--- config.mk ---
export PLATFORM = sky130hd
export DESIGN_NAME = ex_mem_stage
export DESIGN_NICKNAME = d
export VERILOG_FILES = /design/src/rtl/ex_mem_stage.sv
export SDC_FILE = /design/constraint.sdc
export NUM_CORES = 1
export LEC_CHECK = 0
export BUFFER_PORTS_ARGS = -buffer_cell sky130_fd_sc_hd__buf_2
export CELL_PAD_IN_SITES_DETAIL_PLACEMENT = 0
export CELL_PAD_IN_SITES_GLOBAL_PLACEMENT = 2
export CORE_ASPECT_RATIO = 1.5
export CORE_MARGIN = 2
export CORE_UTILIZATION = 25
export CTS_CLUSTER_DIAMETER = 120
export DETAILED_ROUTE_END_ITERATION = 6
export PLACE_DENSITY = 0.74
export SLEW_MARGIN = 20
export SYNTH_ARGS = -nofsm -noshare
export SYNTH_HDL_FRONTEND = slang
export SYNTH_SLANG_ARGS = --single-unit
--- constraint.sdc ---
create_clock -name clk -period 7.5 [get_ports clk]
set_input_delay 0.375 -clock clk [delete_from_list [all_inputs] [get_ports clk]]
set_output_delay 0.375 -clock clk [all_outputs]
set_load 0.01 [all_outputs]
--- src/rtl/ex_mem_stage.sv ---
// ex_mem_stage
//   Execute stage plus the EX/MEM pipeline latch of the 16-bit pipelined CPU.
//   Operands arrive from the ID/EX latch. They can be replaced by forwarded
//   values from EX/MEM (the current out_ALU_result) or from MEM/WB (wb_data).
//   The ALU result, the forwarded store data, the pass-through control and the
//   destination register are registered for the MEM stage, which gives
//   one-cycle latency. The Z/V/N flag register also lives here.
//
// Ports
//   clk, rst_n          clock (rising edge) and asynchronous active-low reset
//   stall               hold the EX/MEM latch and the flags
//   flush               load a bubble into EX/MEM (ignored while stalled)
//   in_ALU_in1/in2      operands A and B from ID/EX
//   in_SW_data          store data from ID/EX
//   in_ALUOp            operation select
//   in_en_Z/V/N         per-flag update enables
//   in_MemRead .. in_HLT, in_RD   control and destination to pass down
//   fwd_a/fwd_b/fwd_sw  forward selects: 01 EX/MEM, 10 MEM/WB, else ID/EX
//   wb_data             MEM/WB writeback value
//   out_*               registered result, store data, control, destination
//   flag_Z/V/N          flag register read by the branch logic in ID

module ex_mem_stage #(
  parameter int DW = 16,
  parameter int RW = 4
) (
  input  logic          clk,
  input  logic          rst_n,
  input  logic          stall,
  input  logic          flush,
  input  logic [DW-1:0] in_ALU_in1,
  input  logic [DW-1:0] in_ALU_in2,
  input  logic [DW-1:0] in_SW_data,
  input  logic [3:0]    in_ALUOp,
  input  logic          in_en_Z,
  input  logic          in_en_V,
  input  logic          in_en_N,
  input  logic          in_MemRead,
  input  logic          in_MemWrite,
  input  logic          in_MemToReg,
  input  logic          in_RegWrite,
  input  logic          in_HLT,
  input  logic [RW-1:0] in_RD,
  input  logic [1:0]    fwd_a,
  input  logic [1:0]    fwd_b,
  input  logic [1:0]    fwd_sw,
  input  logic [DW-1:0] wb_data,
  output logic [DW-1:0] out_ALU_result,
  output logic [DW-1:0] out_SW_data,
  output logic          out_MemRead,
  output logic          out_MemWrite,
  output logic          out_MemToReg,
  output logic          out_RegWrite,
  output logic          out_HLT,
  output logic [RW-1:0] out_RD,
  output logic          flag_Z,
  output logic          flag_V,
  output logic          flag_N
);

  localparam logic [3:0] OP_ADD    = 4'd0;
  localparam logic [3:0] OP_SUB    = 4'd1;
  localparam logic [3:0] OP_XOR    = 4'd2;
  localparam logic [3:0] OP_RED    = 4'd3;
  localparam logic [3:0] OP_SLL    = 4'd4;
  localparam logic [3:0] OP_SRA    = 4'd5;
  localparam logic [3:0] OP_ROR    = 4'd6;
  localparam logic [3:0] OP_PADDSB = 4'd7;
  localparam logic [3:0] OP_LW     = 4'd8;
  localparam logic [3:0] OP_SW     = 4'd9;
  localparam logic [3:0] OP_LLB    = 4'd10;
  localparam logic [3:0] OP_LHB    = 4'd11;

  localparam logic [DW-1:0] SAT_POS = {1'b0, {(DW-1){1'b1}}};
  localparam logic [DW-1:0] SAT_NEG = {1'b1, {(DW-1){1'b0}}};

  logic [DW-1:0]   op_a;
  logic [DW-1:0]   op_b;
  logic [DW-1:0]   op_s;
  logic [DW-1:0]   sum;
  logic [DW-1:0]   diff;
  logic            add_ovf;
  logic            sub_ovf;
  logic [9:0]      red_sum;
  logic [2*DW-1:0] rot_wide;
  logic [DW-1:0]   paddsb;
  logic [4:0]      nib_sum;
  logic [DW-1:0]   alu_result;
  logic            alu_ovf;
  logic            load_en;

  function automatic logic [DW-1:0] fwd_sel(input logic [1:0]    sel,
                                            input logic [DW-1:0] id_ex,
                                            input logic [DW-1:0] ex_mem,
                                            input logic [DW-1:0] mem_wb);
    case (sel)
      2'b01:   return ex_mem;
      2'b10:   return mem_wb;
      default: return id_ex;
    endcase
  endfunction

  // The EX/MEM forward taps the registered output. During a stall it
  // therefore sees the held value, which is the intended behaviour.
  assign op_a = fwd_sel(fwd_a,  in_ALU_in1, out_ALU_result, wb_data);
  assign op_b = fwd_sel(fwd_b,  in_ALU_in2, out_ALU_result, wb_data);
  assign op_s = fwd_sel(fwd_sw, in_SW_data, out_ALU_result, wb_data);

  // Overflow follows the usual sign rule. Saturation direction depends only
  // on A's sign: overflow is only possible when the result leaves A's
  // half of the range.
  assign sum     = op_a + op_b;
  assign diff    = op_a - op_b;
  assign add_ovf = (op_a[DW-1] == op_b[DW-1]) && (sum[DW-1]  != op_a[DW-1]);
  assign sub_ovf = (op_a[DW-1] != op_b[DW-1]) && (diff[DW-1] != op_a[DW-1]);

  // Four signed bytes sum to at most +/-512, so 10 bits are enough before
  // the result is sign-extended.
  assign red_sum = {{2{op_a[15]}}, op_a[15:8]} + {{2{op_a[7]}}, op_a[7:0]}
                 + {{2{op_b[15]}}, op_b[15:8]} + {{2{op_b[7]}}, op_b[7:0]};

  assign rot_wide = {op_a, op_a} >> op_b[3:0];

  // Each nibble lane is added at 5 bits. The lane overflowed when the top
  // two bits differ, and it then clamps toward the true sign.
  always_comb begin
    paddsb  = '0;
    nib_sum = '0;
    for (int i = 0; i < 4; i++) begin
      nib_sum = {op_a[4*i+3], op_a[4*i +: 4]} + {op_b[4*i+3], op_b[4*i +: 4]};
      if (nib_sum[4] != nib_sum[3])
        paddsb[4*i +: 4] = nib_sum[4] ? 4'h8 : 4'h7;
      else
        paddsb[4*i +: 4] = nib_sum[3:0];
    end
  end

  // ALU result select. alu_ovf is raised only for ADD and SUB and feeds the
  // V flag.
  always_comb begin
    alu_result = '0;
    alu_ovf    = 1'b0;
    case (in_ALUOp)
      OP_ADD: begin
        alu_ovf    = add_ovf;
        alu_result = add_ovf ? (op_a[DW-1] ? SAT_NEG : SAT_POS) : sum;
      end
      OP_SUB: begin
        alu_ovf    = sub_ovf;
        alu_result = sub_ovf ? (op_a[DW-1] ? SAT_NEG : SAT_POS) : diff;
      end
      OP_XOR:        alu_result = op_a ^ op_b;
      OP_RED:        alu_result = {{(DW-10){red_sum[9]}}, red_sum};
      OP_SLL:        alu_result = op_a << op_b[3:0];
      OP_SRA:        alu_result = $signed(op_a) >>> op_b[3:0];
      OP_ROR:        alu_result = rot_wide[DW-1:0];
      OP_PADDSB:     alu_result = paddsb;
      OP_LW, OP_SW:  alu_result = {op_a[DW-1:1], 1'b0} + op_b;
      OP_LLB:        alu_result = {op_a[DW-1:8], op_b[7:0]};
      OP_LHB:        alu_result = {op_b[7:0], op_a[7:0]};
      default:       alu_result = '0;
    endcase
  end

  assign load_en = !stall && !flush;

  // Flag register. A flushed or stalled instruction must not disturb the
  // flags, so each flag needs its own enable and a live, unstalled slot.
  always_ff @(posedge clk or negedge rst_n) begin
    if (!rst_n) begin
      flag_Z <= 1'b0;
      flag_V <= 1'b0;
      flag_N <= 1'b0;
    end else if (load_en) begin
      if (in_en_Z) flag_Z <= (alu_result == '0);
      if (in_en_V) flag_V <= alu_ovf;
      if (in_en_N) flag_N <= alu_result[DW-1];
    end
  end

  // EX/MEM latch. Stall wins over flush, so a flush raised during a stall
  // takes effect on the first unstalled edge.
  always_ff @(posedge clk or negedge rst_n) begin
    if (!rst_n) begin
      out_ALU_result <= '0;
      out_SW_data    <= '0;
      out_MemRead    <= 1'b0;
      out_MemWrite   <= 1'b0;
      out_MemToReg   <= 1'b0;
      out_RegWrite   <= 1'b0;
      out_HLT        <= 1'b0;
      out_RD         <= '0;
    end else if (!stall) begin
      if (flush) begin
        out_ALU_result <= '0;
        out_SW_data    <= '0;
        out_MemRead    <= 1'b0;
        out_MemWrite   <= 1'b0;
        out_MemToReg   <= 1'b0;
        out_RegWrite   <= 1'b0;
        out_HLT        <= 1'b0;
        out_RD         <= '0;
      end else begin
        out_ALU_result <= alu_result;
        out_SW_data    <= op_s;
        out_MemRead    <= in_MemRead;
        out_MemWrite   <= in_MemWrite;
        out_MemToReg   <= in_MemToReg;
        out_RegWrite   <= in_RegWrite;
        out_HLT        <= in_HLT;
        out_RD         <= in_RD;
      end
    end
  end

endmodule
; ---- Word level (Yosys, flattened, before mapping)
; Cells that the tools add are included.
[op_classes]
addsub = 10
eq_ne = 25
shifts = 3
muxes = 24
n_bitwise = 1
n_reduce_logical = 11
[op_table]
columns = operator, n
row1 = case mux 16 bit (11 select lines), 1
row2 = case mux 16 bit (2 select lines), 3
row3 = 2-to-1 mux 16 bit, 5
row4 = 2-to-1 mux 4 bit, 9
row5 = adder 16 bit, 2
row6 = right shift 32 x 4 -> 16 bit, 1
row7 = adder 4 x 4 -> 5 bit, 4
row8 = "== test 4 x 3 -> 1 bit, second input constant", 4
row9 = "== test 4 bit, second input constant", 4
row10 = zero test 16 bit, 1
row11 = left shift 16 x 4 -> 16 bit, 1
row12 = >>> shifter 16 x 4 -> 16 bit, 1
row13 = subtractor 16 bit, 1
row14 = XOR 16 bit, 1
row15 = adder 10 bit, 1
row16 = adder 9 x 8 -> 10 bit, 1
row17 = adder 8 x 8 -> 9 bit, 1
row18 = "== test 4 x 2 -> 1 bit, second input constant", 2
row19 = inequality test 1 bit, 7
row20 = "== test 2 x 1 -> 1 bit, second input constant", 3
row21 = "== test 2 bit, second input constant", 3
row22 = AND reduction 2 bit, 3
row23 = 2-to-1 mux 1 bit, 5
row24 = "== test 4 x 1 -> 1 bit, second input constant", 1
row25 = other kinds (6), 9
[word_totals]
regBits = 44
in_bits = 90
out_inout_bits = 44
word_cells = 85

; ---- Longest topological paths before layout
[depth]
ltp_word = 8
mapped_depth = 30
depth_no_buf = 25

; ---- Least setup slack after synthesis
; OpenSTA, ideal clock, no wires.
[synth_path]
path_kind = input to register
startpoint = input fwd_b[0]
endpoint = register flag_Z
setup_ns = 0.066
arrival_time_ns = 5.625
required_time_ns = 7.434
slack_ns = 1.809
path_stages = 27
path_buffers = 3
cell_sequence = inv_1 -> ha_1 -> nor2b_1 -> nor2_2 -> buf_2 -> clkbuf_1 -> ha_1 -> or2_2 -> a221oi_1 -> o221ai_1 -> a311oi_1 -> nor2_1 -> nor2_1 -> nor2_1 -> o21bai_1 -> fa_1 -> inv_1 -> a21oi_1 -> o21ai_2 -> buf_2 -> nand3_1 -> nand3_1 -> nor2_1 -> nor4_1 -> nand4_1 -> nor4_1 -> a22o_1
[synth_via]
elab_chain_cells = 8
elab_cells_between_ends = 38
classes_between = add/sub (9) / eq/ne (10) / shift (3) / mux (12) / bitwise (1) / reduce/logical (3)
[synth_lines]
columns = item, line_no
row1 = "start, declared", 45  ; input logic [1:0] fwd_b,
row2 = == test 2 bit / == test 2 x 1 -> 1 bit (equally long branches), 96  ; case (sel)
row3 = case mux 16 bit (2 select lines) (*), 96
row4 = "parallel branches: the longest is 4 deep, another holds adder 9 x 8 -> 10 bit", n/a
row5 = case mux 16 bit (11 select lines) (*), 143  ; case (in_ALUOp)
row6 = zero test 16 bit (*), 175  ; if (in_en_Z) flag_Z <= (alu_result == '0);
row7 = "end signal, assigned", 175
row8 = "end, declared", 56  ; output logic flag_Z,
; Mark *: on every way between the ends.
; A chain may end at the register's enable or synchronous reset.

; ---- Final worst setup path
[layout_path]
startpoint = input fwd_a[1]
endpoint = register flag_Z
[layout_via]
elab_chain_cells = 8
elab_cells_between_ends = 40
classes_between = add/sub (10) / eq/ne (10) / shift (3) / mux (13) / bitwise (1) / reduce/logical (3)
[layout_lines]
columns = item, line_no
row1 = "start, declared", 44  ; input logic [1:0] fwd_a,
row2 = == test 2 bit / == test 2 x 1 -> 1 bit (equally long branches), 96
row3 = case mux 16 bit (2 select lines) (*), 96
row4 = "parallel branches: the longest is 4 deep, another holds adder 9 x 8 -> 10 bit", n/a
row5 = case mux 16 bit (11 select lines) (*), 143
row6 = zero test 16 bit (*), 175
; Marked as above.

==> impl_metrics.prom <==
# TYPE chip_impl_metric gauge
chip_impl_info{name="worstHoldPathType",value="input port to async pin"} 1
chip_impl_metric{name="track_usage",unit=""} 0.253
chip_impl_metric{name="synth_async_sr_flop_share",unit=""} 1.00
chip_impl_metric{name="cts.reportedPaths.clkPinSlew",unit="ns"} 0.06
chip_impl_metric{name="initial_core_util",unit=""} 0.252
chip_impl_info{name="yosys_most_used_dff",value="dfrtp_1"} 1
chip_impl_metric{name="synth_area",unit="sq um"} 8550
chip_impl_metric{name="setup_viol",unit=""} 0
chip_impl_metric{name="synth-warning-count",unit=""} 0
chip_impl_metric{name="worst_slew_pin_slew",unit="ns"} 1.08
chip_impl_metric{name="synth.avg_cell_area",unit="sq um"} 7.29
chip_impl_metric{name="post_synth_num_cell_types",unit=""} 82
chip_impl_metric{name="critPathArrivalTime",unit="ns"} 6.93
chip_impl_metric{name="fin_total_pwr",unit="mW"} 2.29
chip_impl_metric{name="postCtsSetupRepairBufs",unit=""} 0
chip_impl_metric{name="post_synth_edffs",unit=""} 0
chip_impl_metric{name="cts_resized",unit=""} 0
chip_impl_info{name="critical_path.startpoint",value="fwd_a[1]"} 1
chip_impl_metric{name="grt_first_pass_wirelength",unit="microns"} 67200
chip_impl_metric{name="number_of_buffers_created_by_cts",unit=""} 5
chip_impl_metric{name="route.detailed.vias_per_inst",unit=""} 5.93
chip_impl_metric{name="finClkSkew",unit="ns"} 0.0110
chip_impl_info{name="clock_tree_from_tritoncts",value="done"} 1
chip_impl_metric{name="grt_pass1_vias",unit=""} 10200
chip_impl_metric{name="num-nets-final",unit=""} 1441
chip_impl_metric{name="max-clock-path-buffers",unit=""} 2
chip_impl_metric{name="fp.coreArea",unit="sq um"} 34000
chip_impl_metric{name="grt_use_met1",unit=""} 0.265
chip_impl_metric{name="io_pins",unit=""} 134
chip_impl_metric{name="cts.htree.levels",unit=""} 2
chip_impl_metric{name="detailed_place_hpwl",unit="microns"} 38500
chip_impl_metric{name="die-area",unit="sq um"} 35700
chip_impl_info{name="run_status",value="finished, final reports clean"} 1
chip_impl_metric{name="total_leakage_power",unit="nW"} 4.14
chip_impl_metric{name="timing_max_transition_violations_final",unit=""} 0
chip_impl_metric{name="final-hold-violation-count",unit=""} 0
chip_impl_metric{name="placement.io_buffers",unit=""} 133
chip_impl_metric{name="use_met3",unit=""} 0.0298
chip_impl_metric{name="drtIter0Drc",unit=""} 726
chip_impl_metric{name="route.antenna.remaining_nets",unit=""} 0
chip_impl_metric{name="final_period_minus_worst_setup_slack",unit="ns"} 6.72
chip_impl_info{name="grt_setup_unrepaired",value="false"} 1
chip_impl_info{name="worstSetupPathType",value="input port to register"} 1
chip_impl_metric{name="synthToLayoutAreaGrowth",unit="%"} 15.6
chip_impl_metric{name="synth_sequential_area_ratio",unit=""} 0.129
chip_impl_metric{name="globalRoute.totalOverflow",unit=""} 0
chip_impl_metric{name="synth_seq_cells",unit=""} 44
chip_impl_metric{name="worst_hold_slack",unit="ns"} 0.0882
chip_impl_metric{name="drive_above_1_share",unit=""} 0.203
chip_impl_info{name="r2r_start",value="out_ALU_result[1]$_DFFE_PN0N_"} 1
chip_impl_metric{name="route.vias.total",unit=""} 10100
chip_impl_metric{name="postSynthNetCount",unit=""} 1336
chip_impl_metric{name="power_density",unit="nW/um^2"} 232
chip_impl_metric{name="detail_routed_net_length_per_standard_cell",unit="microns"} 27.5
chip_impl_metric{name="cts_num_sinks",unit=""} 44
chip_impl_metric{name="finalSetupTns",unit="ns"} 0
chip_impl_metric{name="remaining_drc_errors",unit=""} 0
chip_impl_metric{name="route.final.wire_length",unit="microns"} 46900
chip_impl_metric{name="die_w",unit="microns"} 155
chip_impl_metric{name="timing.max_cap.violations",unit=""} 0
chip_impl_metric{name="clock_insertion_delay_worst_skew",unit="ns"} 0.28
chip_impl_metric{name="global_placer_s_final_weighted_congestion",unit=""} 1.02
chip_impl_metric{name="cts-hold-fix-buffers",unit=""} 0
chip_impl_metric{name="grt_util_met2",unit=""} 0.450
chip_impl_info{name="root_buffer",value="clkbuf_16"} 1
chip_impl_metric{name="layout_worst_path_cycle_share",unit=""} 0.896
chip_impl_metric{name="initial_antenna_violation_count",unit=""} 0
chip_impl_metric{name="required",unit="ns"} 7.72
chip_impl_metric{name="timing.max_slew.rel_slack",unit=""} 0.274
chip_impl_metric{name="die_height",unit="microns"} 231
chip_impl_info{name="grt.busiest_layer",value="met2"} 1
chip_impl_metric{name="detail_route.first_pass.iterations",unit=""} 5
chip_impl_metric{name="peakVddDrop",unit="uV"} 88.7
chip_impl_metric{name="antenna-diode-count",unit=""} 0
chip_impl_metric{name="num_rows",unit=""} 83
chip_impl_metric{name="netlist_instances",unit=""} 1173
chip_impl_info{name="cp-start-kind",value="input port"} 1
chip_impl_metric{name="largest_net_degree_at_the_start_of_global_routing",unit=""} 47
chip_impl_metric{name="clock.fmax",unit="MHz"} 149
chip_impl_metric{name="fillers",unit=""} 3790
chip_impl_metric{name="crit_path_max_fanout",unit=""} 17
chip_impl_info{name="end_kind",value="register"} 1
## final timing paths
path	endpoint	slack, ns	depth (start not counted)
setup / recovery	flag_Z$_DFFE_PN0P_	0.78	27
hold / removal	out_SW_data[1]$_DFFE_PN0N_	0.09	1
setup reg to reg	flag_Z$_DFFE_PN0P_	1.11	24
hold reg to reg	out_RD[0]$_DFFE_PN0N_	0.48	2
max in group asynchronous	out_ALU_result[3]$_DFFE_PN0N_	6.99	1
min in group clk	flag_V$_DFFE_PN0P_	0.28	2
## metrics by stage
| step | setup slack, ns | cells | utilization | area [sq um] |
|---|---|---|---|---|
| 2_1_floorplan | 1.81 | 1173 | - | 8550 |
| 3_3_place_gp | 0.811 | 1696 | 0.287 | 9730 |
| 3_5_place_dp | 0.603 | 1696 | 0.287 | 9740 |
| 4_1_cts | 0.888 | 1704 | 0.291 | 9890 |
| 5_1_grt | 0.349 | 1704 | 0.291 | 9890 |
| 6_report | 0.782 | 1704 | 0.291 | 9890 |
## layer usage
layer  vias up  wire length, microns
met2       497                 23400
met1      4863                 16400
met5         -                     0
li1       4586                     -
met4         0                  4600
met3       166                  2420
## kinds of logic after synthesis
logic type,after synthesis,share of synthesized area
and+or+nand+nor,406,0.233
AOI/OAI and AO/OA,424,0.343
adders and majority gates,73,0.128
DFF,44,0.129
buffers and inverters,146,0.0749
muxes,35,0.0464
xor gates and xnor gates,45,0.0461
## worst max-delay path, stage by stage
cell and delay [ns]:
buf_2 0.11, inv_1 0.05, ha_1 0.70, a221oi_1 0.32, nor2_1 0.50, inv_2 0.07, ha_1 0.23, or2_2 0.29
a221oi_1 0.42, o221ai_1 0.37, a311oi_1 0.40, nor2_1 0.07, nor2_1 0.10, nor2_1 0.05, o21bai_1 0.16, fa_1 0.48
inv_1 0.13, a21oi_1 0.07, o21ai_2 0.37, buf_4 0.21, a21oi_1 0.07, a31oi_1 0.15, o211ai_1 0.11, a211oi_1 0.43
nand4_1 0.15, nor4_1 0.36, a22o_1 0.17
## state kept, by name, indices dropped and copies added (netlist names)
name            cells
flag_N              1
flag_V              1
flag_Z              1
out_ALU_result     16
out_HLT             1
out_MemRead         1
out_MemToReg        1
out_MemWrite        1
out_RD              4
out_RegWrite        1
out_SW_data        16
## cell type report
type                       instances  area (sq um)  area share
multi-input combinational        983          6840       0.691
inverter                          61           229      0.0231
clock inverter                     1          7.51    0.000759
sequential                        44          1100       0.111
tap                              425           532      0.0538
clock buffer                       7           143      0.0144
timing repair buffer             183          1040       0.106
## synthesized netlist by cell type, types with 19 or more instances
cell type | number | area share
mux2i_1 | 25 | 0.029
dfrtp_1 | 44 | 0.13
o21ai_0 | 86 | 0.050
nand3_1 | 19 | 0.011
a211oi_1 | 32 | 0.028
ha_1 | 49 | 0.072
fa_1 | 24 | 0.056
inv_1 | 55 | 0.024
nand2_1 | 114 | 0.050
nor2b_1 | 25 | 0.018
nor2_1 | 95 | 0.042
nand2b_1 | 19 | 0.014
a22oi_1 | 38 | 0.033
clkbuf_1 | 43 | 0.019
a21oi_1 | 97 | 0.057
buf_2 | 26 | 0.015
nor3_1 | 39 | 0.023
xnor2_1 | 28 | 0.029
nor4_1 | 28 | 0.020
## cell usage in the layout (no fill, tap or decap), types with 7 or more instances in the layout
cell type,Yosys,routed
buf_2,26,132
nand2_1,114,114
a21oi_1,97,97
nor2_1,95,94
o21ai_0,86,84
inv_1,55,55
buf_4,7,51
ha_1,49,49
dfrtp_1,44,44
nor3_1,39,39
a22oi_1,38,38
a211oi_1,32,32
xnor2_1,28,28
nor4_1,28,27
nor2b_1,25,25
mux2i_1,25,25
fa_1,24,24
nand2b_1,19,19
nand3_1,19,19
xor2_1,17,17
nand4_1,17,17
o22ai_1,17,17
a31oi_1,16,16
or2_2,15,15
o211ai_1,14,14
a221oi_2,13,13
a221oi_1,12,12
a22o_1,10,10
o221ai_1,9,9
or3_1,8,8
a21o_1,8,8
a311oi_1,7,7
mux2_2,7,7
## where the power goes
part / switching (mW) / internal [mW] / total [mW]
sequential: 0.0454 / 0.268 / 0.313
clock: 0.0929 / 0.133 / 0.226
combinational: 1.14 / 0.611 / 1.76
total: 1.28 / 1.01 / 2.29
Power figures use the tool's default switching activity.
